File: src/rtl/collatz_seq_driver.sv
// Sequences Collatz seeds through an external compute core and streams one record per seed.
// Define COLLATZ_SEQ_BEST_EN to track the longest orbit of each sweep on best_seed/best_olen.
module collatz_seq_driver (
    input  logic        clk,
    input  logic        reset,
    input  logic        start,
    input  logic [31:0] seed_base,
    input  logic [15:0] seed_count,
    output logic        core_rst_n,
    output logic [7:0]  core_ui,
    output logic [7:0]  core_uio,
    input  logic        core_busy,
    input  logic [7:0]  core_uo,
    output logic        rec_valid,
    input  logic        rec_ready,
    output logic [31:0] rec_seed,
    output logic [15:0] rec_olen,
    output logic [15:0] rec_path,
    output logic        active,
    output logic        done,
    output logic [31:0] best_seed,
    output logic [15:0] best_olen
);

    typedef enum logic [3:0] {
        StIdle, StCrst, StLoad, StGo, StWait,
        StRd0, StRd1, StRd2, StRd3, StRd4, StEmit, StFin
    } state_e;

    state_e      state_q, state_d;
    logic [31:0] base_q, base_d;
    logic [15:0] count_q, count_d;
    logic [15:0] idx_q, idx_d;
    logic [4:0]  k_q, k_d;
    logic [15:0] olen_q, olen_d;
    logic [15:0] path_q, path_d;
    logic [15:0] idx_inc;

    assign idx_inc  = idx_q + 16'd1;
    assign rec_seed = base_q + {16'd0, idx_q};
    assign rec_olen = olen_q;
    assign rec_path = path_q;

    always_comb begin
        state_d = state_q;
        base_d  = base_q;
        count_d = count_q;
        idx_d   = idx_q;
        k_d     = k_q;
        olen_d  = olen_q;
        path_d  = path_q;
        case (state_q)
            StIdle: begin
                if (start) begin
                    base_d  = seed_base;
                    count_d = seed_count;
                    idx_d   = 16'd0;
                    state_d = (seed_count == 16'd0) ? StFin : StCrst;
                end
            end
            StCrst: begin
                k_d     = 5'd0;
                state_d = StLoad;
            end
            StLoad: begin
                if (k_q == 5'd17) state_d = StGo;
                else k_d = k_q + 5'd1;
            end
            StGo: begin
                k_d     = 5'd0;
                state_d = StWait;
            end
            StWait: begin
                // k_q doubles as the "first WAIT cycle" marker; busy is not yet trustworthy then
                if (k_q == 5'd0) k_d = 5'd1;
                else if (!core_busy) state_d = StRd0;
            end
            StRd0: state_d = StRd1;
            StRd1: begin
                olen_d[7:0] = core_uo;
                state_d     = StRd2;
            end
            StRd2: begin
                olen_d[15:8] = core_uo;
                state_d      = StRd3;
            end
            StRd3: begin
                path_d[7:0] = core_uo;
                state_d     = StRd4;
            end
            StRd4: begin
                path_d[15:8] = core_uo;
                state_d      = StEmit;
            end
            StEmit: begin
                if (rec_ready) begin
                    idx_d   = idx_inc;
                    state_d = (idx_inc == count_q) ? StFin : StCrst;
                end
            end
            StFin:   state_d = StIdle;
            default: state_d = StIdle;
        endcase
    end

    always_ff @(posedge clk) begin
        if (reset) begin
            state_q <= StIdle;
            base_q  <= 32'd0;
            count_q <= 16'd0;
            idx_q   <= 16'd0;
            k_q     <= 5'd0;
            olen_q  <= 16'd0;
            path_q  <= 16'd0;
        end else begin
            state_q <= state_d;
            base_q  <= base_d;
            count_q <= count_d;
            idx_q   <= idx_d;
            k_q     <= k_d;
            olen_q  <= olen_d;
            path_q  <= path_d;
        end
    end

    always_comb begin
        core_rst_n = 1'b1;
        core_ui    = 8'd0;
        core_uio   = 8'd0;
        rec_valid  = 1'b0;
        done       = 1'b0;
        active     = (state_q != StIdle);
        case (state_q)
            StCrst: core_rst_n = 1'b0;
            StLoad: begin
                core_uio = {3'b100, k_q};
                case (k_q)
                    5'd0:    core_ui = rec_seed[7:0];
                    5'd1:    core_ui = rec_seed[15:8];
                    5'd2:    core_ui = rec_seed[23:16];
                    5'd3:    core_ui = rec_seed[31:24];
                    default: core_ui = 8'd0;
                endcase
            end
            StGo:   core_uio = 8'h40;
            StRd0:  core_uio = 8'h00;
            StRd1:  core_uio = 8'h01;
            StRd2:  core_uio = 8'h20;
            StRd3:  core_uio = 8'h21;
            StEmit: rec_valid = 1'b1;
            StFin:  done = 1'b1;
            default: ;
        endcase
        // Reset is synchronous, so the state register may still hold a stale value this cycle
        if (reset) begin
            core_rst_n = 1'b0;
            core_ui    = 8'd0;
            core_uio   = 8'd0;
            rec_valid  = 1'b0;
            done       = 1'b0;
            active     = 1'b0;
        end
    end

`ifdef COLLATZ_SEQ_BEST_EN
    logic [31:0] best_seed_q, best_seed_d;
    logic [15:0] best_olen_q, best_olen_d;

    always_comb begin
        best_seed_d = best_seed_q;
        best_olen_d = best_olen_q;
        if (state_q == StIdle && start) begin
            best_seed_d = 32'd0;
            best_olen_d = 16'd0;
        end else if (state_q == StEmit && rec_ready && olen_q > best_olen_q) begin
            best_seed_d = rec_seed;
            best_olen_d = olen_q;
        end
    end

    always_ff @(posedge clk) begin
        if (reset) begin
            best_seed_q <= 32'd0;
            best_olen_q <= 16'd0;
        end else begin
            best_seed_q <= best_seed_d;
            best_olen_q <= best_olen_d;
        end
    end

    assign best_seed = best_seed_q;
    assign best_olen = best_olen_q;
`else
    assign best_seed = 32'd0;
    assign best_olen = 16'd0;
`endif

endmodule

File: config.mk
export PLATFORM = sky130hd
export DESIGN_NAME = collatz_seq_driver
export DESIGN_NICKNAME = d
export VERILOG_FILES = /design/src/rtl/collatz_seq_driver.sv
export SDC_FILE = /design/constraint.sdc
export NUM_CORES = 1
export LEC_CHECK = 0
export CAP_MARGIN = 20
export CORE_MARGIN = 1.5
export CORE_UTILIZATION = 50
export CTS_BUF_LIST = sky130_fd_sc_hd__clkbuf_8
export DETAILED_ROUTE_END_ITERATION = 8
export HOLD_SLACK_MARGIN = 0.03
export PLACE_DENSITY_LB_ADDON = 0.2
export SKIP_LAST_GASP = 1
export SLEW_MARGIN = 25
export SYNTH_ARGS = -nofsm -noshare
export SYNTH_HDL_FRONTEND = slang
export SYNTH_SLANG_ARGS = --single-unit
File: constraint.sdc
create_clock -name clk -period 3.3 [get_ports clk]
set_clock_uncertainty 0.2 [all_clocks]
set_input_delay 0.66 -clock clk [delete_from_list [all_inputs] [get_ports clk]]
set_output_delay 0.66 -clock clk [all_outputs]
set_load 0.01 [all_outputs]
==> results of run 1 <==
-- through the flow --
stage	std cells	utilization	hold slack, ns
3_3_place_gp	1311	0.673	0.241
5_1_grt	1354	0.739	0.280
6_report	1354	0.739	0.261
4_1_cts	1346	0.719	0.266
2_1_floorplan	979	-	0.241
3_5_place_dp	1311	0.673	0.247
-- power by group through the flow --
stage	clock [mW]	sequential, mW	combinational, mW
final	0.826	1.53	1.74
after global routing	0.890	1.54	1.91
after CTS	0.850	1.52	1.66
after detailed placement	0	1.54	1.62
after global placement	0	1.53	1.60
after floorplan	0	1.51	1.02
-- critical path: cells and delay by family, from the launching register on --
family	cells	cell delay, ns
compound gates	4	0.69
xor+xnor	1	0.19
fa+ha+maj	1	0.32
buf+inv	5	0.72
flops	1	0.38
simple gates	3	0.40
-- cells by family after synthesis --
family                     after synthesis  share of synthesized area
buffers and inverters                  116                      0.100
other                                    1                   0.000547
DFF                                    105                      0.306
xor gates and xnor gates                53                     0.0677
adders and majority gates               22                     0.0412
and+or+nand+nor                        396                      0.266
muxes                                    7                     0.0102
AOI/OAI and AO/OA                      232                      0.208
-- registers in the layout, indices dropped and copies added (netlist names) --
register,cells
state_q,4
k_q,5
count_q,16
idx_q,16
rec_path,16
rec_olen,16
base_q,32
-- synthesized netlist by cell type, types with 5 or more instances --
master / number
nand2_1: 216
a21oi_1: 126
dfxtp_1: 105
nor2_1: 53
buf_4: 49
clkbuf_1: 34
xnor2_1: 30
o21ai_0: 24
xor2_1: 23
ha_1: 21
nand3_1: 21
nor3_1: 18
nand4_1: 17
and2_1: 13
inv_1: 13
a21o_1: 11
buf_2: 10
a31oi_1: 7
and3_1: 7
mux2i_1: 7
nor4_1: 7
or3_1: 7
o211ai_1: 6
o22ai_1: 6
and4_1: 5
buf_6: 5
nand2b_1: 5
nor2b_1: 5
-- worst paths after layout --
check | end | slack, ns | cells past startpoint
min | rec_olen[4] | 0.26 | 2
max reg2reg | state_q[3] | 0.47 | 10
min reg2reg | rec_olen[4] | 0.26 | 2
max | core_ui[4] | -0.65 | 14
-- layer usage --
metal	vias to the layer above	global-route usage	wire, um	part of all wire
met5	-	0	0	0
met4	0	0.109	755	0.034
met3	66	0.0570	1710	0.078
met2	394	0.473	10300	0.47
met1	3462	0.374	9230	0.42
li1	3604	-	-	-
-- final cells by class --
class | instances | area share
clock buffers | 9 | 0.0126
clock inverters | 7 | 0.00904
inverters | 13 | 0.00497
multi-input cells | 758 | 0.485
flip-flops and latches | 105 | 0.216
well taps | 176 | 0.0224
repair buffers | 286 | 0.250
-- what timing repair did --
item                       in CTS  in global routing
resized for setup             204                 58
setup endpoints to repair      36                 35
buffers inserted               24                 12
pin swaps                      52                 44
hold buffers                    0                  0
hold endpoints to repair        0                  0
==> reports/results.txt, run 1 <==
Antenna viol nets, final: 0
Port Buffer Count: 144
Register Area: 2120 um^2
Avg Inst Size Synth: 7.36 um^2
Fin. max-slew vios: 0
Main flop type after synthesis: dfxtp_1
Num CTS Buffers: 9
Reg-to-Reg Start: idx_q[0]
Clock tree buffer depth: 2
Row count: 42
Die area: 14400 um^2
Vias in the first global route: 6837
Worst Setup SP: idx_q[8]
CTS tree: done
Part of the power in combinational logic: 0.425
RD Place Congestion: 0.938
Total of max-cap violations: 0
Placed cell area: 8940 um^2
Violated checks: negative setup slack
Gr usage total: 0.288
Worst path max stage delay: 0.38 ns
Place WS: -0.506 ns
Psw: 1.62 mW
DR vias: 7526
Leakage: 3.99 nW
Post-DP HPWL: 14.8 mm
Critical path type: reg2out
Yosys top cell area share: 0.306
Hold crit path type: reg2reg
Initial Util: 0.516
Max Fclk: 253 MHz
Most area-hungry cell type in the Yosys netlist: dfxtp_1
Area contributors post-synth: dfxtp_1 (31%), nand2_1 (12%), a21oi_1 (9.2%)
CP endpoint kind: primary output
Worst-Skew Late Latency: 0.39 ns
EDFF count, synth: 0
Ys async rst share: 0
Most frequent cells in the layout: nand2_1 (214), buf_4 (133), a21oi_1 (118), clkdlybuf4s50_1 (107), dfxtp_1 (95)
Die width: 120 um
Clock Power Share: 0.202
Clock sink count: 105
Net count, final: 1256
Initial drt markers: 786
Vias per std cell: 5.56
Peak supply drop: 0.372 mV
Fill cells: 1018
ANT cells: 0
Pwr dens: 417 nW/um^2
Initial antenna violation count: 0
Status: finished with violations
Mapped Cells: 932
IO Pins: 193
Chip height: 120 um
H-tree Lvls: 3
Setup WS post-layout: -0.648 ns
Post-layout instance area: 9830 um^2
P_int: 2.47 mW
Grt total ovfl: 0
Ratio of cells with drive above 1 in the final layout: 0.250
Area grow syn2layout: 43.2%
Tcrit/Tclk final: 1.20
First-pass GRT wire length: 33.5 mm
Overall power: 4.09 mW
Routed WL per cell: 16.3 um
Multi-input gate area: 4770 um^2
Commonest non-fill, non-tap cell in the layout: nand2_1
Final WL: 22.0 mm
Cells along the critical path: ha_4, nand3_2, a31oi_4, o211ai_1, buf_4, buf_6, buf_6, a21oi_4, buf_4, nand3_2, xnor2_2, nand3_1, o211ai_1, buf_2
Yosys warning total: 0
Max_slew headroom: 0.575
WP data arrival: 3.09 ns
Cell Area, Synth: 6860 um^2
Core Area: 13300 um^2
Setup TNS Final: -8.81 ns
Worst-Margin Slew: 0.634 ns
Unrepaired setup endpoints after global routing: true
Hold_sp: rec_olen[4]
Crit-path max FO: 6
Drt drc: 0
Clock Pin Slew Worst Setup and Hold Paths: 0.12 ns
Worst EP required: 2.44 ns
Sequential share of power: 0.373
Critical Path Source Type: flip-flop
Clk root buf: clkbuf_8
Register area share after synthesis: 0.306
CP max-delay cell: dfxtp_4
Pin count of the biggest net entering global routing: 110
Netlist cell types: 74
Fin. Hold Viols: 0
Final setup violating endpoints: 29
Final min period: 3.95 ns
Drt first pass iters: 5
Switch share: 0.396
Flops & latches, synth: 105
(Power assumes the default switching activity.)
==> inputs of run 2 (changes only) <==
--- a/config.mk
+++ b/config.mk
@@ -13,7 +13,6 @@
 export HOLD_SLACK_MARGIN = 0.03
 export PLACE_DENSITY_LB_ADDON = 0.2
 export SKIP_LAST_GASP = 1
-export SLEW_MARGIN = 25
 export SYNTH_ARGS = -nofsm -noshare
 export SYNTH_HDL_FRONTEND = slang
 export SYNTH_SLANG_ARGS = --single-unit
==> results of run 2 <==
No change in the layout: final DEF, timing and power equal those of run 1.
